===== src/rtl/gfx_pkg.sv =====
// Shared definitions for the frame-buffer memory command interface.
package gfx_pkg;

  localparam int unsigned DATA_W = 32;
  localparam int unsigned ADDR_W = 16;
  localparam int unsigned WBEN_W = 4;

  localparam logic OP_READ  = 1'b0;
  localparam logic OP_WRITE = 1'b1;

  // One memory command as carried by a requester or the command stage.
  typedef struct packed {
    logic [ADDR_W-1:0] addr;
    logic [DATA_W-1:0] data;
    logic [WBEN_W-1:0] wben;
    logic              op;
  } mem_cmd_t;

endpackage


===== src/rtl/rd_id_fifo.sv =====
// Source-ID FIFO: remembers which requester issued each outstanding read.
module rd_id_fifo #(
  parameter int unsigned ID_W  = 2,
  parameter int unsigned DEPTH = 4
) (
  input  logic                       clk,
  input  logic                       rst_,
  input  logic                       push,
  input  logic [ID_W-1:0]            push_id,
  input  logic                       pop,
  output logic [ID_W-1:0]            pop_id,
  output logic                       full,
  output logic                       empty,
  output logic [$clog2(DEPTH+1)-1:0] count
);

  localparam int unsigned PTR_W = $clog2(DEPTH);
  localparam int unsigned CNT_W = $clog2(DEPTH + 1);

  logic [ID_W-1:0]  mem [DEPTH];
  logic [PTR_W-1:0] wr_ptr;
  logic [PTR_W-1:0] rd_ptr;
  logic             push_ok;
  logic             pop_ok;

  assign full    = (count == CNT_W'(DEPTH));
  assign empty   = (count == '0);
  assign push_ok = push & ~full;
  assign pop_ok  = pop & ~empty;
  assign pop_id  = mem[rd_ptr];

  // Storage write; contents need no reset since count gates visibility.
  always_ff @(posedge clk) begin
    if (push_ok) mem[wr_ptr] <= push_id;
  end

  // Pointers wrap naturally because DEPTH is a power of two.
  always_ff @(posedge clk or negedge rst_) begin
    if (!rst_) begin
      wr_ptr <= '0;
      rd_ptr <= '0;
      count  <= '0;
    end else begin
      if (push_ok) wr_ptr <= wr_ptr + PTR_W'(1);
      if (pop_ok)  rd_ptr <= rd_ptr + PTR_W'(1);
      case ({push_ok, pop_ok})
        2'b10:   count <= count + CNT_W'(1);
        2'b01:   count <= count - CNT_W'(1);
        default: count <= count;
      endcase
    end
  end

endmodule


===== src/rtl/mem_arbiter.sv =====
// Round-robin arbiter sharing one registered memory command port among
// NUM_REQ engines, with in-order read-data routing by source ID.
module mem_arbiter
  import gfx_pkg::*;
#(
  parameter int unsigned NUM_REQ  = 3,
  parameter int unsigned RD_DEPTH = 4,
  parameter int unsigned ID_W     = 2
) (
  input  logic                      clk,
  input  logic                      rst_,
  input  logic [NUM_REQ*DATA_W-1:0] req_in_data,
  input  logic [NUM_REQ*ADDR_W-1:0] req_in_addr,
  input  logic [NUM_REQ*WBEN_W-1:0] req_in_wben,
  input  logic [NUM_REQ-1:0]        req_in_op,
  input  logic [NUM_REQ-1:0]        req_in_rts,
  output logic [NUM_REQ-1:0]        req_out_rtr,
  output logic [DATA_W-1:0]         req_out_rdata,
  output logic [NUM_REQ-1:0]        req_out_rvalid,
  output logic [ADDR_W-1:0]         mem_out_addr,
  output logic [DATA_W-1:0]         mem_out_data,
  output logic [WBEN_W-1:0]         mem_out_wben,
  output logic                      mem_out_op,
  output logic                      mem_out_rts,
  input  logic                      mem_in_rtr,
  input  logic [DATA_W-1:0]         mem_in_rdata,
  input  logic                      mem_in_rvalid,
  output logic                      err_rd_underflow
);

  localparam int unsigned CNT_W = $clog2(RD_DEPTH + 1);

  logic [ID_W-1:0]    ptr_q;
  logic [ID_W-1:0]    grant_idx;
  logic               grant_vld;
  logic               stage_free;
  logic               xfer;
  logic               credit_ok;
  logic [NUM_REQ-1:0] eligible;
  logic [NUM_REQ-1:0] head_onehot;
  mem_cmd_t           sel_cmd;
  mem_cmd_t           cmd_q;

  logic [CNT_W-1:0]   fifo_count;
  logic               fifo_full;
  logic               fifo_empty;
  logic               fifo_push;
  logic               fifo_pop;
  logic [ID_W-1:0]    fifo_head;

  assign stage_free = ~mem_out_rts | mem_in_rtr;
  assign xfer       = rst_ & stage_free & grant_vld;
  assign fifo_push  = xfer & (sel_cmd.op == OP_READ) & ~fifo_full;
  assign fifo_pop   = mem_in_rvalid & ~fifo_empty;

  assign mem_out_addr = cmd_q.addr;
  assign mem_out_data = cmd_q.data;
  assign mem_out_wben = cmd_q.wben;
  assign mem_out_op   = cmd_q.op;

  // Reads need a free tag (registered count only); writes always qualify.
  always_comb begin
    credit_ok = (fifo_count < CNT_W'(RD_DEPTH));
    for (int unsigned i = 0; i < NUM_REQ; i++) begin
      eligible[i] = req_in_rts[i] & (req_in_op[i] | credit_ok);
    end
  end

  // Round-robin search: indices at/after ptr first, then the wrapped ones.
  always_comb begin
    grant_vld = 1'b0;
    grant_idx = '0;
    for (int unsigned i = 0; i < NUM_REQ; i++) begin
      if (!grant_vld && eligible[i] && (i >= 32'(ptr_q))) begin
        grant_vld = 1'b1;
        grant_idx = ID_W'(i);
      end
    end
    for (int unsigned i = 0; i < NUM_REQ; i++) begin
      if (!grant_vld && eligible[i] && (i < 32'(ptr_q))) begin
        grant_vld = 1'b1;
        grant_idx = ID_W'(i);
      end
    end
  end

  // Winner's command mux and one-hot ready; ready is held low in reset.
  always_comb begin
    sel_cmd = '0;
    for (int unsigned i = 0; i < NUM_REQ; i++) begin
      req_out_rtr[i] = xfer && (grant_idx == ID_W'(i));
      head_onehot[i] = (fifo_head == ID_W'(i));
      if (grant_idx == ID_W'(i)) begin
        sel_cmd.addr = req_in_addr[i*ADDR_W +: ADDR_W];
        sel_cmd.data = req_in_data[i*DATA_W +: DATA_W];
        sel_cmd.wben = req_in_wben[i*WBEN_W +: WBEN_W];
        sel_cmd.op   = req_in_op[i];
      end
    end
  end

  // Command stage and round-robin pointer; fields freeze while stalled.
  always_ff @(posedge clk or negedge rst_) begin
    if (!rst_) begin
      cmd_q       <= '0;
      mem_out_rts <= 1'b0;
      ptr_q       <= '0;
    end else if (xfer) begin
      cmd_q       <= sel_cmd;
      mem_out_rts <= 1'b1;
      ptr_q       <= (grant_idx == ID_W'(NUM_REQ - 1)) ? '0 : grant_idx + ID_W'(1);
    end else if (mem_in_rtr) begin
      mem_out_rts <= 1'b0;
    end
  end

  // Read return routing and sticky underflow flag.
  always_ff @(posedge clk or negedge rst_) begin
    if (!rst_) begin
      req_out_rvalid   <= '0;
      req_out_rdata    <= '0;
      err_rd_underflow <= 1'b0;
    end else begin
      req_out_rvalid <= '0;
      if (fifo_pop) begin
        req_out_rvalid <= head_onehot;
        req_out_rdata  <= mem_in_rdata;
      end
      if (mem_in_rvalid && fifo_empty) err_rd_underflow <= 1'b1;
    end
  end

  rd_id_fifo #(
    .ID_W  (ID_W),
    .DEPTH (RD_DEPTH)
  ) u_rd_id_fifo (
    .clk     (clk),
    .rst_    (rst_),
    .push    (fifo_push),
    .push_id (grant_idx),
    .pop     (fifo_pop),
    .pop_id  (fifo_head),
    .full    (fifo_full),
    .empty   (fifo_empty),
    .count   (fifo_count)
  );

endmodule


===== config.mk =====
export PLATFORM = sky130hd
export DESIGN_NAME = mem_arbiter
export DESIGN_NICKNAME = d
export VERILOG_FILES = /design/src/rtl/gfx_pkg.sv /design/src/rtl/rd_id_fifo.sv /design/src/rtl/mem_arbiter.sv
export SDC_FILE = /design/constraint.sdc
export NUM_CORES = 1
export LEC_CHECK = 0
export CAP_MARGIN = 30
export CORE_AREA = 2 2 113 115
export DETAILED_ROUTE_END_ITERATION = 7
export DIE_AREA = 0 0 115 117
export PLACE_DENSITY_LB_ADDON = 0.08
export SLEW_MARGIN = 10
export SYNTH_ARGS = -nofsm -noshare
export SYNTH_HDL_FRONTEND = slang
export SYNTH_HIERARCHICAL = 1
export SYNTH_SLANG_ARGS = --single-unit
export TNS_END_PERCENT = 100

===== constraint.sdc =====
create_clock -name clk -period 5 [get_ports clk]
set_input_delay 1 -clock clk [delete_from_list [all_inputs] [get_ports clk]]
set_output_delay 1 -clock clk [all_outputs]
set_load 0.1 [all_outputs]

# --- After elaboration in Yosys (flattened, before gate mapping) ---
# Memory sizes are Yosys's and may differ from the RTL's.
# Index checks and enable logic that the tools add are counted.
op_classes:
  n_addsub: 5
  n_eq_ne: 7
  n_lt_le_gt_ge: 7
  n_bitwise: 18
  muxes: 21
  reduce_logical: 25
ops:
  columns: ["op", "n"]
  rows:
  - ["$mux 53", 3]
  - ["$logic_and 1x1->1", 15]
  - ["$mux 1", 11]
  - ["$and 1x1->1", 10]
  - ["$mux 2", 5]
  - ["$add 2x1->2 const B", 3]
  - ["$eq 2x1->1 const B", 3]
  - ["$eq 2x2->1 const B", 3]
  - ["$pmux 3 s2", 1]
  - ["$logic_not 1->1", 5]
  - ["$ge 1x2->1 const A", 2]
  - ["$logic_not 2->1", 2]
  - ["$lt 1x2->1 const A", 2]
  - ["$not 1->1", 4]
  - ["$or 1x1->1", 4]
  - ["$reduce_bool 2->1", 2]
  - ["$add 3x1->3 const B", 1]
  - ["$eq 3x3->1 const B", 1]
  - ["$logic_not 3->1", 1]
  - ["$lt 3x3->1 const B", 1]
  - ["$mux 3", 1]
  - ["$sub 3x1->3 const B", 1]
  - ["$ge 2x2->1 const A", 1]
  - ["$lt 2x2->1 const A", 1]
word_totals:
  regBits: 99
  ram_bits: 8
  mem_count: 1
  out_inout_bits: 93
  wordCells: 96
memory_table:
  columns: ["memory", "depth", "word_bits", "rd", "rd_clocked_by_memory_dff", "write_ports", "line_no", "text"]
  rows:
  - ["u_rd_id_fifo.mem", 4, 2, 1, 0, 1, "rd_id_fifo.sv:20", "logic [ID_W-1:0] mem [DEPTH];"]

# --- Depth between registers and ports, before layout ---
logic_depth:
  ltp_word: 35
  mapped_depth: 15

# --- By module ---
# Netlist, hierarchy kept.
modules_own_cells:
  columns: ["module", "seq_area_each_um2", "instances", "cells_each", "area_per_inst_um2"]
  rows:
  - ["mem_arbiter", 2302.2, 1, 440, 4189.0]
  - ["rd_id_fifo", 415.4, 1, 47, 725.7]

# --- Worst setup path after synthesis ---
# Ideal clock, no wire load.
synth_timing:
  path_kind: "in2out"
  from: "input req_in_op[0]"
  to: "output req_out_rtr[1]"
  n_path_buf: 2
  path_stages: 5
  setup_slack_ns: 0.025
  t_arrival_ns: 3.975
  path_cell_list: "nand2b_1 -> a311o_1 -> buf_2 -> buf_1 -> nor3_1"
synth_via:
  elab_chain_len: 26
  elab_cells_between_ends: 32
  classes_between: "1 x eq/ne; 11 x mux; 3 x bitwise; 17 x reduce/logical"
synth_rtl:
  columns: ["element", "line_no", "text"]
  rows:
  - ["start: declaration", "mem_arbiter.sv:15", "input logic [NUM_REQ-1:0] req_in_op,"]
  - ["$or 1x1->1 *", "mem_arbiter.sv:65", "eligible[i] = req_in_rts[i] & (req_in_op[i] | credit_ok);"]
  - ["$and 1x1->1 *", "mem_arbiter.sv:65", null]
  - ["$logic_and 1x1->1", "mem_arbiter.sv:74", "if (!grant_vld && eligible[i] && (i >= 32'(ptr_q))) begin"]
  - ["$mux 1", "mem_arbiter.sv:74", null]
  - ["$logic_not 1->1", "mem_arbiter.sv:74", null]
  - ["$logic_and 1x1->1 (2 in a row)", "mem_arbiter.sv:74", null]
  - ["$mux 1", "mem_arbiter.sv:74", null]
  - ["$logic_not 1->1", "mem_arbiter.sv:74", null]
  - ["(+7 left out)", null, null]
  - ["$logic_not 1->1", "mem_arbiter.sv:80", "if (!grant_vld && eligible[i] && (i < 32'(ptr_q))) begin"]
  - ["$logic_and 1x1->1 (2 in a row)", "mem_arbiter.sv:80", null]
  - ["$mux 1", "mem_arbiter.sv:80", null]
  - ["$logic_not 1->1", "mem_arbiter.sv:80", null]
  - ["$logic_and 1x1->1 (2 in a row)", "mem_arbiter.sv:80", null]
  - ["$mux 2 / $mux 1 (equally long branches)", "mem_arbiter.sv:80", null]
  - ["$eq 2x1->1 / $and 1x1->1 (equally long branches)", "mem_arbiter.sv:91, mem_arbiter.sv:52", null]
  - ["$logic_and 1x1->1 *", "mem_arbiter.sv:91", "req_out_rtr[i] = xfer && (grant_idx == ID_W'(i));"]
  - ["end: declaration", "mem_arbiter.sv:17", "output logic [NUM_REQ-1:0] req_out_rtr,"]
# Every way passes the cells marked *; elsewhere a longest branch is shown, timed or not.

# --- Worst setup path after layout ---
layout_timing:
  from: "input req_in_op[0]"
  to: "output req_out_rtr[0]"
layout_via:
  elab_chain_len: 26
  elab_cells_between_ends: 32
  classes_between: "11 x mux; 3 x bitwise; 18 x reduce/logical"
layout_rtl:
  columns: ["element", "line_no"]
  rows:
  - ["$or 1x1->1 *", "mem_arbiter.sv:65"]
  - ["$and 1x1->1 *", "mem_arbiter.sv:65"]
  - ["$logic_and 1x1->1", "mem_arbiter.sv:74"]
  - ["$mux 1", "mem_arbiter.sv:74"]
  - ["$logic_not 1->1", "mem_arbiter.sv:74"]
  - ["$logic_and 1x1->1 (2 in a row)", "mem_arbiter.sv:74"]
  - ["$mux 1", "mem_arbiter.sv:74"]
  - ["$logic_not 1->1", "mem_arbiter.sv:74"]
  - ["(+7 left out)", null]
  - ["$logic_not 1->1", "mem_arbiter.sv:80"]
  - ["$logic_and 1x1->1 (2 in a row)", "mem_arbiter.sv:80"]
  - ["$mux 1", "mem_arbiter.sv:80"]
  - ["$logic_not 1->1", "mem_arbiter.sv:80"]
  - ["$logic_and 1x1->1 (2 in a row)", "mem_arbiter.sv:80"]
  - ["$mux 1 / $mux 2 (equally long branches)", "mem_arbiter.sv:80"]
  - ["$and 1x1->1 / $logic_not 2->1 (equally long branches)", "mem_arbiter.sv:52, mem_arbiter.sv:91"]
  - ["$logic_and 1x1->1 *", "mem_arbiter.sv:91"]
# Marks and branches as above.

==> results.md <==
- Status: complete, no violations
- Static Leak: 3.470 nW
- Endpoint type of the worst setup path: output pin
- Final wirelength: 15900 um
- Critical path class: in2out
- CTS clk-pin slew, worst paths: 0.07 ns
- Avg WL per Cell: 17.30 um
- ANT cells: 0
- Clk buf depth: 2
- Cell Area, Synth: 4915 um2
- Max-cap violations: 0
- CTS tree: built
- Die X: 115 um
- FF-to-FF End: u_rd_id_fifo/count[2]
- Routability cong.: 0.8538
- Syn Inst Count: 487
- Number of buffers created by CTS: 9
- Startpoint Class: primary input
- Fin nets: 968
- CTS HTree Levels: 3
- Fin. max-slew vios: 0
- Initial DRC count: 398
- Die height: 117 um
- First-pass GRT wire length: 24190 um
- Global route overflow: 0
- Initial antenna violation count: 0
- YS warnings: 6
- Dpl hpwl: 12120 um
- Residual DRC count: 0
- Pin count of the biggest net entering global routing: 74
- Setup Fix Bufs, Post-CTS: 0
- Post-synth EDFFs: 8
- VDD IR max: 535.4 uV
- Hold EP: err_rd_underflow
- Synth Register Bits: 107
- Min-delay worst type: reg2reg
- Final clock skew: 0.003463 ns
- CTS Sinks: 107
- Clk root buf: clkbuf_16
- Total track usage: 23.14%
- Fin. Hold Viols: 0
- Clk_lat worst skew: 0.34 ns
- Setup TNS Final: 0 ns
- WHS: 0.4679 ns
- DIE AREA: 13460 um2
- Distinct cells, synth: 48
- Pwr Density: 763.9 nW/um2
- Critical Path RT: 4.00 ns
- Predominant post-synthesis flop cell: dfrtp_1
- Post-layout minimum cycle time: 4.107 ns
- Pre-Repair DR Iteration Count: 8
- Unrepaired setup endpoints after global routing: false
- Hold depth: 1
- Initial core utilization: 39.92%
- Post-cts resize count: 0
- Critical R2R Launch: u_rd_id_fifo/count[2]
- Avg Inst Size Synth: 10.09 um2
- Final period util: 82.15%
- CP max FO: 37
- Worst-Margin Slew: 1.045 ns
- Placeable Area: 12310 um2
- # IOs: 291
- Max-slew headroom: 30.08%
- R2r setup slk: 1.58 ns
- Final Non-Filler Cells: 919
- Fmax achieved: 243.5 MHz
- Syn_nets: 691
- CP arrival: 3.11 ns
- Post-synth ARST share: 92.52%
- Vias/cell: 5.358
- Placed cells: 902
- Final number of setup-violating endpoints: 0
- Hold wc startpoint: err_rd_underflow
- Port buffer count: 290
- Layout cells sized above 1: 6.112%
- P&R area growth vs syn: 67.57%
- Final ANT Viol Nets: 0
- Hold buffers post-CTS: 0
- Site Rows: 41
- Post-synthesis sequential area ratio: 55.30%
- Vias: 4924
- Worst R2R Path Depth: 14
- Vias in the first global route: 4946
placed cells by master, fill, tap and decap left out, types with 2 or more instances in the layout:
| cell type | n |
|---|---|
| a21o_1 | 3 |
| a222oi_1 | 36 |
| ha_1 | 5 |
| nand2_1 | 115 |
| inv_2 | 2 |
| clkbuf_16 | 9 |
| inv_1 | 7 |
| o21ai_0 | 11 |
| clkdlybuf4s50_1 | 286 |
| a21oi_1 | 36 |
| nor2_1 | 39 |
| o211a_2 | 2 |
| buf_4 | 13 |
| a32o_1 | 5 |
| o21ai_1 | 6 |
| xnor2_1 | 3 |
| xor2_1 | 3 |
| nor3_1 | 4 |
| nand2b_1 | 5 |
| o22ai_1 | 16 |
| dfrtp_1 | 99 |
| nor3b_1 | 2 |
| and2_2 | 2 |
| edfxtp_1 | 8 |
| clkinv_4 | 3 |
| mux4_2 | 2 |
| o22a_1 | 16 |
| and2_1 | 4 |
layer usage:
metal / wire length [um] / GRT usage, % / share of wire (%)
met2: 8120 / 42.59 / 51
met1: 5921 / 25.13 / 37
met5: 0 / 0 / 0
met3: 1476 / 7.364 / 9.3
met4: 377 / 8.112 / 2.4
worst max path at each step:
stage | from | to | slack [ns]
floorplan | req_in_op[0] | req_out_rtr[1] | 0.03
global placement | req_in_op[0] | u_rd_id_fifo/count[2] | 0.78
detailed placement | req_in_op[2] | u_rd_id_fifo/count[2] | 0.65
CTS | req_in_op[0] | req_out_rtr[0] | 0.94
global route | req_in_op[0] | u_rd_id_fifo/count[2] | 0.70
finish | req_in_op[0] | req_out_rtr[0] | 0.89
through the flow:
step | util [%] | power, W | area (um2) | setup slack (ns)
3_5_place_dp | 64.51 | 0.005629 | 7943 | 0.6462
3_3_place_gp | 64.51 | 0.005572 | 7943 | 0.7751
4_1_cts | 66.85 | 0.006325 | 8230 | 0.9427
6_report | 66.89 | 0.006291 | 8235 | 0.8927
2_1_floorplan | - | 0.004525 | 4915 | 0.02524
5_1_grt | 66.89 | 0.006556 | 8235 | 0.6996
cells in the mapped netlist (8+ instances only):
cell type	instances	area, um2
dfrtp_1	99	2477
edfxtp_1	8	240.2
buf_2	10	50.05
nor2_1	39	146.4
o22ai_1	16	100.1
a21oi_1	36	180.2
nand2_1	115	431.7
o21ai_0	11	55.05
clkbuf_1	22	82.58
o22a_1	16	140.1
a222oi_1	36	360.4
cell families (layout without fill, tap and decap cells):
family	count (synthesis)	after routing	synth area share (%)
compound gates	140	140	21.18
fa+ha+maj	6	6	1.680
flops	107	107	55.30
xor+xnor	6	6	1.069
mux	5	5	1.655
buf+inv	44	326	3.615
simple gates	179	179	15.50
sequential cells by signal, indices dropped and copies added, names as in the netlist, 3 cells and up:
| register | count |
|---|---|
| u_rd_id_fifo/count | 3 |
| req_out_rdata | 32 |
| u_rd_id_fifo/mem | 8 |
| mem_out_wben | 4 |
| mem_out_data | 32 |
| mem_out_addr | 16 |
| req_out_rvalid | 3 |
critical path, stage by stage:
cell and delay, ns:
clkdlybuf4s50_1 0.48, nand2b_1 0.18, nand3_1 0.33, o21ai_2 0.27
buf_4 0.38, and2_1 0.26, buf_12 0.19
area by class of cell:
type                       count  area (um2)
clock buffer                  10       239.0
clock inverter                 6       48.80
fill                        1019        4076
inverter                       9       33.78
multi-input combinational    336        2023
sequential                   107        2718
tap                          150       187.7
timing repair buffer         301        2985
where the power goes:
part           switching [W]  internal, W
Clock               0.000328     0.000357
Sequential          0.000220      0.00123
Combinational        0.00310      0.00105
Total                0.00365      0.00264
Power figures use the tool's default switching activity.
